<file path="config.mk">
export PLATFORM = sky130hd
export DESIGN_NAME = mem_word_ctrl
export DESIGN_NICKNAME = d
export VERILOG_FILES = /design/src/rtl/mem_word_ctrl.sv
export SDC_FILE = /design/constraint.sdc
export NUM_CORES = 1
export LEC_CHECK = 0
export ABC_AREA = 1
export CELL_PAD_IN_SITES_DETAIL_PLACEMENT = 0
export CELL_PAD_IN_SITES_GLOBAL_PLACEMENT = 1
export CORE_UTILIZATION = 34
export CTS_CLUSTER_SIZE = 20
export DETAILED_ROUTE_END_ITERATION = 12
export GPL_TIMING_DRIVEN = 0
export PLACE_DENSITY_LB_ADDON = 0.2
export SYNTH_ARGS = -nofsm -noshare
export SYNTH_HDL_FRONTEND = slang
export SYNTH_SLANG_ARGS = --single-unit
</file>
<file path="constraint.sdc">
create_clock -name mwc_clk -period 1.6 [get_ports mwc_clk]
set_input_delay 0.48 -clock mwc_clk [delete_from_list [all_inputs] [get_ports mwc_clk]]
set_output_delay 0.48 -clock mwc_clk [all_outputs]
set_load 0.05 [all_outputs]
</file>
<file path="src/rtl/mem_word_ctrl.sv">
// mem_word_ctrl: splits one 16-bit word request into two little-endian byte
// accesses on a byte-wide memory with one-cycle read latency.
//   mwc_clk/mwc_rst_n          clock, async active-low reset
//   mwc_req/we/addr/wdata      word request, sampled when mwc_busy=0
//   mwc_busy/done/rdata/err    status, completion pulse, last read word, misalignment
//   mwc_mem_*                  byte memory address/data/enables and read data
// Optional: define MWC_ALIGN_CHECK_EN to reject odd addresses with an err pulse.
module mem_word_ctrl #(
    parameter int ADDR_W = 16
) (
    input  logic              mwc_clk,
    input  logic              mwc_rst_n,
    input  logic              mwc_req,
    input  logic              mwc_we,
    input  logic [ADDR_W-1:0] mwc_addr,
    input  logic [15:0]       mwc_wdata,
    output logic              mwc_busy,
    output logic              mwc_done,
    output logic [15:0]       mwc_rdata,
    output logic              mwc_err,
    output logic [ADDR_W-1:0] mwc_mem_addr,
    output logic [7:0]        mwc_mem_wdata,
    output logic              mwc_mem_rd_en,
    output logic              mwc_mem_wr_en,
    input  logic [7:0]        mwc_mem_rdata
);
    typedef enum logic [1:0] {IDLE, LO, HI, WAIT} state_t;
    state_t      state;
    logic        we_q;
    logic        mis_q;
    logic        mis;
    logic [7:0]  wdata_hi;
    logic [7:0]  lo_q;
`ifdef MWC_ALIGN_CHECK_EN
    assign mis = mwc_addr[0];
`else
    assign mis = 1'b0;
`endif
    always_ff @(posedge mwc_clk or negedge mwc_rst_n) begin
        if (!mwc_rst_n) begin
            state         <= IDLE;
            we_q          <= 1'b0;
            mis_q         <= 1'b0;
            wdata_hi      <= 8'h00;
            lo_q          <= 8'h00;
            mwc_busy      <= 1'b0;
            mwc_done      <= 1'b0;
            mwc_err       <= 1'b0;
            mwc_rdata     <= 16'h0000;
            mwc_mem_addr  <= '0;
            mwc_mem_wdata <= 8'h00;
            mwc_mem_rd_en <= 1'b0;
            mwc_mem_wr_en <= 1'b0;
        end else begin
            mwc_done <= 1'b0;
            mwc_err  <= 1'b0;
            case (state)
                IDLE: if (mwc_req) begin
                    we_q     <= mwc_we;
                    mis_q    <= mis;
                    wdata_hi <= mwc_wdata[15:8];
                    mwc_busy <= 1'b1;
                    // a rejected odd access skips straight to completion
                    if (mis) state <= WAIT;
                    else begin
                        state         <= LO;
                        mwc_mem_addr  <= mwc_addr;
                        mwc_mem_wdata <= mwc_wdata[7:0];
                        mwc_mem_rd_en <= !mwc_we;
                        mwc_mem_wr_en <= mwc_we;
                    end
                end
                LO: begin
                    state         <= HI;
                    mwc_mem_addr  <= mwc_mem_addr + ADDR_W'(1);
                    mwc_mem_wdata <= wdata_hi;
                end
                HI: begin
                    state         <= WAIT;
                    mwc_mem_rd_en <= 1'b0;
                    mwc_mem_wr_en <= 1'b0;
                    if (!we_q) lo_q <= mwc_mem_rdata;
                end
                WAIT: begin
                    state    <= IDLE;
                    mwc_busy <= 1'b0;
                    mwc_done <= 1'b1;
                    mwc_err  <= mis_q;
                    if (!we_q && !mis_q) mwc_rdata <= {mwc_mem_rdata, lo_q};
                end
                default: state <= IDLE;
            endcase
        end
    end
endmodule
</file>
Word-level counts from Yosys, hierarchy flattened
Cells that the tools add are included.
{"block": "classes", "add_sub_neg": 1, "n_eq_ne": 4, "muxes": 13, "bitwise_logic": 1, "n_reduce_logical": 12}
{"cell": "case mux 16 bit (2 select lines)", "n": 1}
{"cell": "adder 16 x 1 -> 16 bit, second input constant", "n": 1}
{"cell": "2-to-1 mux 16 bit", "n": 1}
{"cell": "case mux 8 bit (2 select lines)", "n": 1}
{"cell": "AND reduction 2 bit", "n": 6}
{"cell": "2-to-1 mux 8 bit", "n": 1}
{"cell": "case mux 2 bit (4 select lines)", "n": 1}
{"cell": "case mux 1 bit (2 select lines)", "n": 3}
{"cell": "nonzero test 2 bit", "n": 3}
{"cell": "equality test 2 bit, second input constant", "n": 2}
{"cell": "2-to-1 mux 1 bit", "n": 4}
{"cell": "equality test 2 x 1 -> 1 bit, second input constant", "n": 1}
{"cell": "zero test 1 bit", "n": 2}
{"cell": "zero test 2 bit", "n": 1}
{"cell": "2-to-1 mux 2 bit", "n": 1}
{"cell": "!= test 2 bit, second input constant", "n": 1}
{"cell": "inverter 1 bit", "n": 1}
{"block": "totals", "register_bits": 63, "input_bits": 44, "wordCells": 42}

Depth between registers and ports, before layout
Gate-level depths: netlist of run 1.
{"block": "depth", "ltp_word": 3, "depth_mapped": 10}

Worst setup path after synthesis of run 1
OpenSTA, ideal clock, no wires.
{"block": "synth_path", "path_type": "reg2reg", "startpoint": "reg mwc_mem_addr[1]", "endpoint": "reg mwc_mem_addr[14]", "setup_ns": 0.118, "arrival_time_ns": 1.568, "path_slack_ns": -0.086, "stages_incl_launch_ff": 9, "n_path_buf": 0, "path_cell_list": "dfrtp_1 > ha_1 > nand3_1 > nor2_1 > nand3_1 > nand2_1 > nand3_1 > nand2_1 > nand2_1"}
{"block": "synth_between", "elab_chain_cells": 2}
{"element": "start: declaration", "line_no": "21", "rtl": "output logic [ADDR_W-1:0] mwc_mem_addr,"}
{"element": "start signal: assignment", "line_no": "67", "rtl": "mwc_mem_addr <= mwc_addr;"}
{"element": "start signal: assignment", "line_no": "75", "rtl": "mwc_mem_addr <= mwc_mem_addr + ADDR_W'(1);"}
{"element": "adder 16 x 1 -> 16 bit", "line_no": "75"}
{"element": "case mux 16 bit (2 select lines)", "line_no": "57", "rtl": "case (state)"}
Every way passes these cells.
A chain may end at the register's enable or synchronous reset.

Worst setup path after layout of run 1
{"block": "layout_path", "startpoint": "reg mwc_rdata[9]", "endpoint": "out mwc_rdata[9]"}
{"element": "start: declaration", "line_no": "19", "rtl": "output logic [15:0] mwc_rdata,"}
{"element": "start signal: assignment", "line_no": "89", "rtl": "if (!we_q && !mis_q) mwc_rdata <= {mwc_mem_rdata, lo_q};"}
No word-level cell between the ends.

==> flow_summary_export.csv, run 1 <==
group,metric,value,unit
clocking,clk_latency,350,ps
power,intPower,5.061,mW
power,comb_power_share,56.8,%
cells_and_area,multiInputGateArea,1264,um^2
synthesis,synth_cells,368,
power,powerDensity,2402,nW/um^2
timing,drv_slew,0,
cells_and_area,syn2layout_area_growth,41.71,%
clocking,cts_buffers,9,
run,cap_violations,0,
die,coreArea,8382,um^2
route,drt_wl_total,7820,um
timing,fmax,636.8,MHz
route,drc,0,
critical_path,max_stage_delay,380,ps
critical_path,cp_num_buf_inv,1,
power,sw_frac_of_total,50.64,%
route,first_pass_iters,5,
clocking,cts_tree,"done",
worst_hold_path,hp-class,"input port to asynchronous set/reset pin",
route,ant_nets,0,
synthesis,ys_seq_area_share,52.35,%
critical_path,critPathCaptureType,"output port",
critical_path,timing.critical_path.max_delay_family,"buffers and inverters",
timing,post-route-period-util,98.15,%
critical_path,cp_slowest_cell,"clkdlybuf4s15_2",
clocking,cts_root_buffer,"clkbuf_8",
critical_path,critPathArrivalTime,1090,ps
die,ioPinCount,89,
cells_and_area,utilization,50.92,%
grt,grt_max_degree,64,
synthesis,yosysUniqueCellTypes,25,
die,row_count,33,
timing,finClkSkew,7.427,ps
critical_path,reg2regPathDepth,8,
die,dieArea,9238,um^2
critical_path,crit_type,"register to output port",
route,via_count,2737,
clocking,h-tree-depth,3,
synthesis,synth_area,3012,um^2
place,dp_hpwl,5445,um
die,die_w,96.12,um
grt,antenna_found_initial,0,
die,start_util,35.93,%
timing,fin_setup_tns,0,ps
timing,min_period,1570,ps
critical_path,rr_endpoint,"mwc_mem_addr[10]",
route,post_drt_wl_per_cell,13.44,um
power,p_clk_share,13.9,%
power,irDropWorstVdd,1072,uV
power,seqPwrFrac,29.4,%
timing,tightestPinTransition,797.7,ps
critical_path,crit_chain,"clkdlybuf4s15_2",
die,die_h,96.12,um
grt,grt_pass1_wl,12840,um
timing,final_hold_viol_count,0,
cells_and_area,seq_area,1582,um^2
place,io_buffers,87,
power,p_switching,5.193,mW
critical_path,r2r_slack,40,ps
clocking,cts_hold_buf,0,
timing,setup_viol,0,
timing,rsz0062_at_grt,"true",
critical_path,crit_cells,1,
critical_path,worstSetupStartpointType,"register",
cells_and_area,nets,521,
critical_path,r2r-start,"state[1]",
grt,grt_pass1_vias,2674,
critical_path,crit_start,"mwc_rdata[9]",
synthesis,ys_ff_latch,63,
clocking,clkTransAtPathRegs,70,ps
place,gp_congestion,0.7821,
synthesis,ys.warnings.count,0,
cells_and_area,drive_gt1_share,24.11,%
critical_path,cp.required,1120,ps
route,vias_per_cell,4.703,
clocking,cts_buffer_depth,2,
cells_and_area,diodes,0,
power,power.leakage,2.037,nW
route,drtIter0Drc,79,
timing,slew_headroom,46.82,%
cells_and_area,fillers,839,
status,status,"completed",
synthesis,syn_nets,417,
synthesis,postSynthAreaPerCell,8.184,um^2
critical_path,crit_fanout,2,
grt,gr-total-overflow,0,
grt,grt.total_usage,18.68,%
clocking,cts.sinks,63,
critical_path,critical_path.endpoint,"mwc_rdata[9]",
==> power groups by stage <==
stage / Clock (mW) / Combinational [mW] / Sequential [mW]
after floorplan: 0 / 2.15 / 4.73
after global placement: 0 / 5.73 / 3.00
after detailed placement: 0 / 5.77 / 3.02
after CTS: 1.48 / 5.78 / 2.99
after global routing: 1.52 / 6.34 / 3.13
final: 1.42 / 5.82 / 3.01
==> cell type report <==
cell class	instances	area share, %
Sequential cell	63	37.06
Clock inverter	6	1.583
Multi-Input combinational cell	256	29.61
Tap cell	105	3.078
Timing Repair Buffer	94	19.67
Inverter	34	3.166
Buffer	13	2.433
Timing Repair inverter	1	0.1759
Clock buffer	10	3.225
==> registers in the layout, indices dropped and copies added (netlist names), 2 cells and up <==
signal,count
mwc_mem_wdata,8
mwc_mem_addr,16
wdata_hi,8
state,2
mwc_rdata,16
lo_q,8
==> cell families after synthesis <==
kind of cell	synth area share [%]
AOI/OAI and AO/OA	10.64
adders and majority gates	2.077
buffers and inverters	7.561
DFF	52.35
muxes	2.991
other	0.1245
and+or+nand+nor	24.26
==> stage by stage <==
step / std cells / setup WS (ps) / cell area, um^2 / hold WS, ps / power [mW]
floorplan: 368 / 82.07 / 3014 / 184.4 / 6.883
global placement: 560 / -2370 / 4016 / 463.6 / 8.728
detailed placement: 560 / -214.3 / 4014 / 468.8 / 8.785
CTS: 583 / 0.5667 / 4277 / 245.3 / 10.26
global route: 582 / -119.6 / 4268 / 275.0 / 11.00
finish: 582 / 29.58 / 4268 / 193.3 / 10.25
==> cells in the final DEF (no fill, tap or decap), types with 7 or more instances in the layout <==
cell type,instances
a31oi_1,9
buf_2,20
nor2_2,8
nor2_1,37
buf_4,12
dfrtp_1,59
nand2_1,116
nand3_1,16
inv_1,28
mux2_2,8
clkdlybuf4s15_2,16
clkdlybuf4s50_1,42
o21ai_0,30
a21oi_1,7
clkbuf_8,10
==> Yosys cell counts, drive strengths merged <==
| cell | count | area [um^2] |
|---|---|---|
| nand2 | 118 | 442.9 |
| dfrtp | 63 | 1577 |
| nor2 | 45 | 176.4 |
| o21ai | 37 | 196.4 |
| inv | 34 | 130.1 |
| nand3 | 17 | 85.08 |
| buf | 11 | 82.57 |
| a31oi | 9 | 56.30 |
| a21oi | 8 | 40.04 |
| mux2 | 8 | 90.09 |
| ha | 5 | 62.56 |
| clkbuf | 4 | 15.01 |
| nand4 | 3 | 18.77 |
| o22ai | 2 | 12.51 |
| a22oi | 1 | 7.510 |
| conb | 1 | 3.750 |
| nand3b | 1 | 7.510 |
| o31ai | 1 | 7.510 |
==> worst min path at each step <==
| stage | start | end | slack [ps] | depth (start not counted) |
|---|---|---|---|---|
| after floorplan | mwc_rst_n | lo_q[0] | 180 | 0 |
| after CTS | mwc_rst_n | mwc_mem_addr[3] | 250 | 1 |
| final | mwc_rst_n | mwc_mem_addr[3] | 190 | 1 |
| after detailed placement | lo_q[4] | lo_q[4] | 470 | 2 |
| after global routing | mwc_rst_n | mwc_mem_addr[3] | 270 | 1 |
| after global placement | lo_q[4] | lo_q[4] | 460 | 2 |
==> worst reg2reg max path, delay by kind of cell, from the launching register on <==
kind / cells / cell delay, ps
AO/OA/AOI/OAI: 1 / 280
adder cells (fa/ha/maj): 1 / 160
buffers and inverters: 3 / 440
flip-flops: 1 / 370
AND/OR/NAND/NOR: 3 / 250
==> layer usage <==
layer | track usage, % | vias to the layer above | share of wire (%)
met5 | 0 | - | 0
met4 | 5.597 | 0 | 1.0
met3 | 5.608 | 8 | 5.6
met2 | 30.44 | 65 | 46
met1 | 23.87 | 1281 | 47
li1 | - | 1383 | -
==> timing repair <==
item / CTS / global route
endpoints found under the setup margin: 70 / 72
cloned: 2 / 0
buffers inserted: 6 / 0
pin swaps: 2 / 8
resized for setup: 179 / 55
Note: power is estimated with default switching activity, not from simulation.
==> run 2, diff against run 1 <==
--- a/config.mk
+++ b/config.mk
@@ -13,6 +13,7 @@
 export DETAILED_ROUTE_END_ITERATION = 12
 export GPL_TIMING_DRIVEN = 0
 export PLACE_DENSITY_LB_ADDON = 0.2
+export RECOVER_POWER = 25
 export SYNTH_ARGS = -nofsm -noshare
 export SYNTH_HDL_FRONTEND = slang
 export SYNTH_SLANG_ARGS = --single-unit
==> run 2 against run 1 <==
  * Non-clock buffer count is the same
  * Clock skew is essentially flat
  * Setup slack is essentially flat
  * Wire length about the same
  * Critical path type unchanged
  * Largest power group unchanged
==> flow_summary_export.csv, run 2 (synthesis results as in run 1) <==
group,metric,value,unit
critical_path,critPathCaptureType,"output port",
clocking,cts_buffers,9,
critical_path,cp.required,1120,ps
grt,gr-total-overflow,0,
power,p_switching,5.192,mW
cells_and_area,final_area,4268,um^2
cells_and_area,nets,521,
clocking,cts_tree,"done",
die,coreArea,8382,um^2
route,met1_length,3694,um
die,die_h,96.12,um
critical_path,crit_fanout,2,
critical_path,crit_chain,"clkdlybuf4s15_2",
place,placed_area,4014,um^2
grt,grt_pass1_wl,12840,um
cells_and_area,final_cell_mix,"116 x nand2_1, 59 x dfrtp_1, 42 x clkdlybuf4s50_1",
worst_hold_path,hp-class,"input port to asynchronous set/reset pin",
place,gp_congestion,0.7821,
cells_and_area,top_regs,"mwc_mem_addr (16), mwc_rdata (16)",
die,row_count,33,
timing,tightestPinTransition,863.6,ps
power,irDropWorstVdd,1072,uV
cells_and_area,syn2layout_area_growth,41.71,%
route,drt_wl_total,7813,um
route,ant_nets,0,
timing,setup_viol,0,
cells_and_area,diodes,0,
timing,rsz0062_at_grt,"true",
grt,antenna_found_initial,0,
place,io_buffers,87,
timing,slew_headroom,42.43,%
place,dp_slack,-214.3,ps
die,dieArea,9238,um^2
die,ioPinCount,89,
die,die_w,96.12,um
critical_path,max_stage_delay,380,ps
grt,grt.total_usage,18.68,%
clocking,cts_root_buffer,"clkbuf_8",
timing,fmax,636.8,MHz
critical_path,cp_num_buf_inv,1,
cells_and_area,fillers,839,
grt,grt_pass1_vias,2674,
clocking,cts_hold_buf,0,
timing,final_hold_viol_count,0,
route,drc,0,
power,power.leakage,2.036,nW
timing,fin_ws,29.59,ps
route,first_pass_iters,4,
timing,min_period,1570,ps
critical_path,critPathArrivalTime,1090,ps
power,comb_power_share,56.7,%
clocking,clkTransAtPathRegs,70,ps
critical_path,crit_type,"register to output port",
power,powerDensity,2402,nW/um^2
power,intPower,5.060,mW
route,via_count,2735,
cells_and_area,seq_area,1582,um^2
critical_path,worstSetupStartpointType,"register",
cells_and_area,multiInputGateArea,1264,um^2
power,total_power,10.25,mW
route,dr_wl_met3,424,um
route,drtIter0Drc,79,
timing,post-route-period-util,98.15,%
power,p_clk_share,13.9,%
timing,finClkSkew,7.434,ps
timing,drv_slew,0,
clocking,cts_buffer_depth,2,
status,status,"completed",
clocking,h-tree-depth,3,
clocking,clk_latency,350,ps
route,vias_per_cell,4.699,
route,top_layer_used,"met4",
place,dp_hpwl,5445,um
cells_and_area,final_common_cell,"nand2_1",
clocking,cts.sinks,63,
power,sw_frac_of_total,50.65,%
die,start_util,35.93,%
run,cap_violations,0,
cells_and_area,drive_gt1_share,24.11,%
critical_path,timing.critical_path.max_delay_family,"buffers and inverters",
grt,grt_max_degree,64,
route,wl_met2,3614,um
route,post_drt_wl_per_cell,13.42,um
critical_path,cp_slowest_cell,"clkdlybuf4s15_2",
power,seqPwrFrac,29.4,%
run 2: final cells by class:
class / instances / area share [%]
timing repair inverter: 1 / 0.1759
sequential: 63 / 37.06
clock inverter: 6 / 1.583
tap: 105 / 3.078
timing repair buffer: 94 / 19.67
clock buffer: 10 / 3.225
inverter: 34 / 3.166
buffer: 13 / 2.433
multi-input combinational: 256 / 29.61
run 2: routing by layer:
layer,up-vias,global-route usage (%)
li1,1381,-
met5,-,0
met3,8,5.608
met2,60,30.44
met1,1286,23.87
met4,0,5.597
run 2: worst paths after layout:
kind,cells past startpoint,endpoint,from,slack (ps)
max in group asynchronous,1,state[0],mwc_rst_n,740
min in group mwc_clk,2,lo_q[4],lo_q[4],480
hold / removal,1,mwc_mem_addr[3],mwc_rst_n,240
setup reg to reg,8,mwc_mem_addr[10],state[1],40
setup / recovery,1,mwc_rdata[9],mwc_rdata[9],30
hold reg to reg,2,lo_q[4],lo_q[4],480
run 2: per-stage QoR:
stage | hold WS (ps) | TNS, ps | util [%] | cells
global route | 332.6 | -693.3 | 50.92 | 582
detailed placement | 468.8 | -7630 | 47.89 | 560
global placement | 463.6 | -142060 | 47.92 | 560
floorplan | 184.4 | 0 | - | 368
finish | 241.6 | 0 | 50.92 | 582
CTS | 245.3 | 0 | 51.02 | 583
run 2: repair_timing:
item / 4_1_cts / 5_1_grt
setup endpoints to repair: 70 / 72
pin swaps: 2 / 8
resized for setup: 179 / 55
gates cloned: 2 / 0
setup buffers: 6 / 0
run 2: power by group through the flow:
stage	Combinational [mW]	Sequential, mW	Clock [mW]
2_1_floorplan	2.15	4.73	0
3_3_place_gp	5.73	3.00	0
3_5_place_dp	5.77	3.02	0
4_1_cts	5.78	2.99	1.48
5_1_grt	6.34	3.13	1.52
6_report	5.82	3.01	1.42
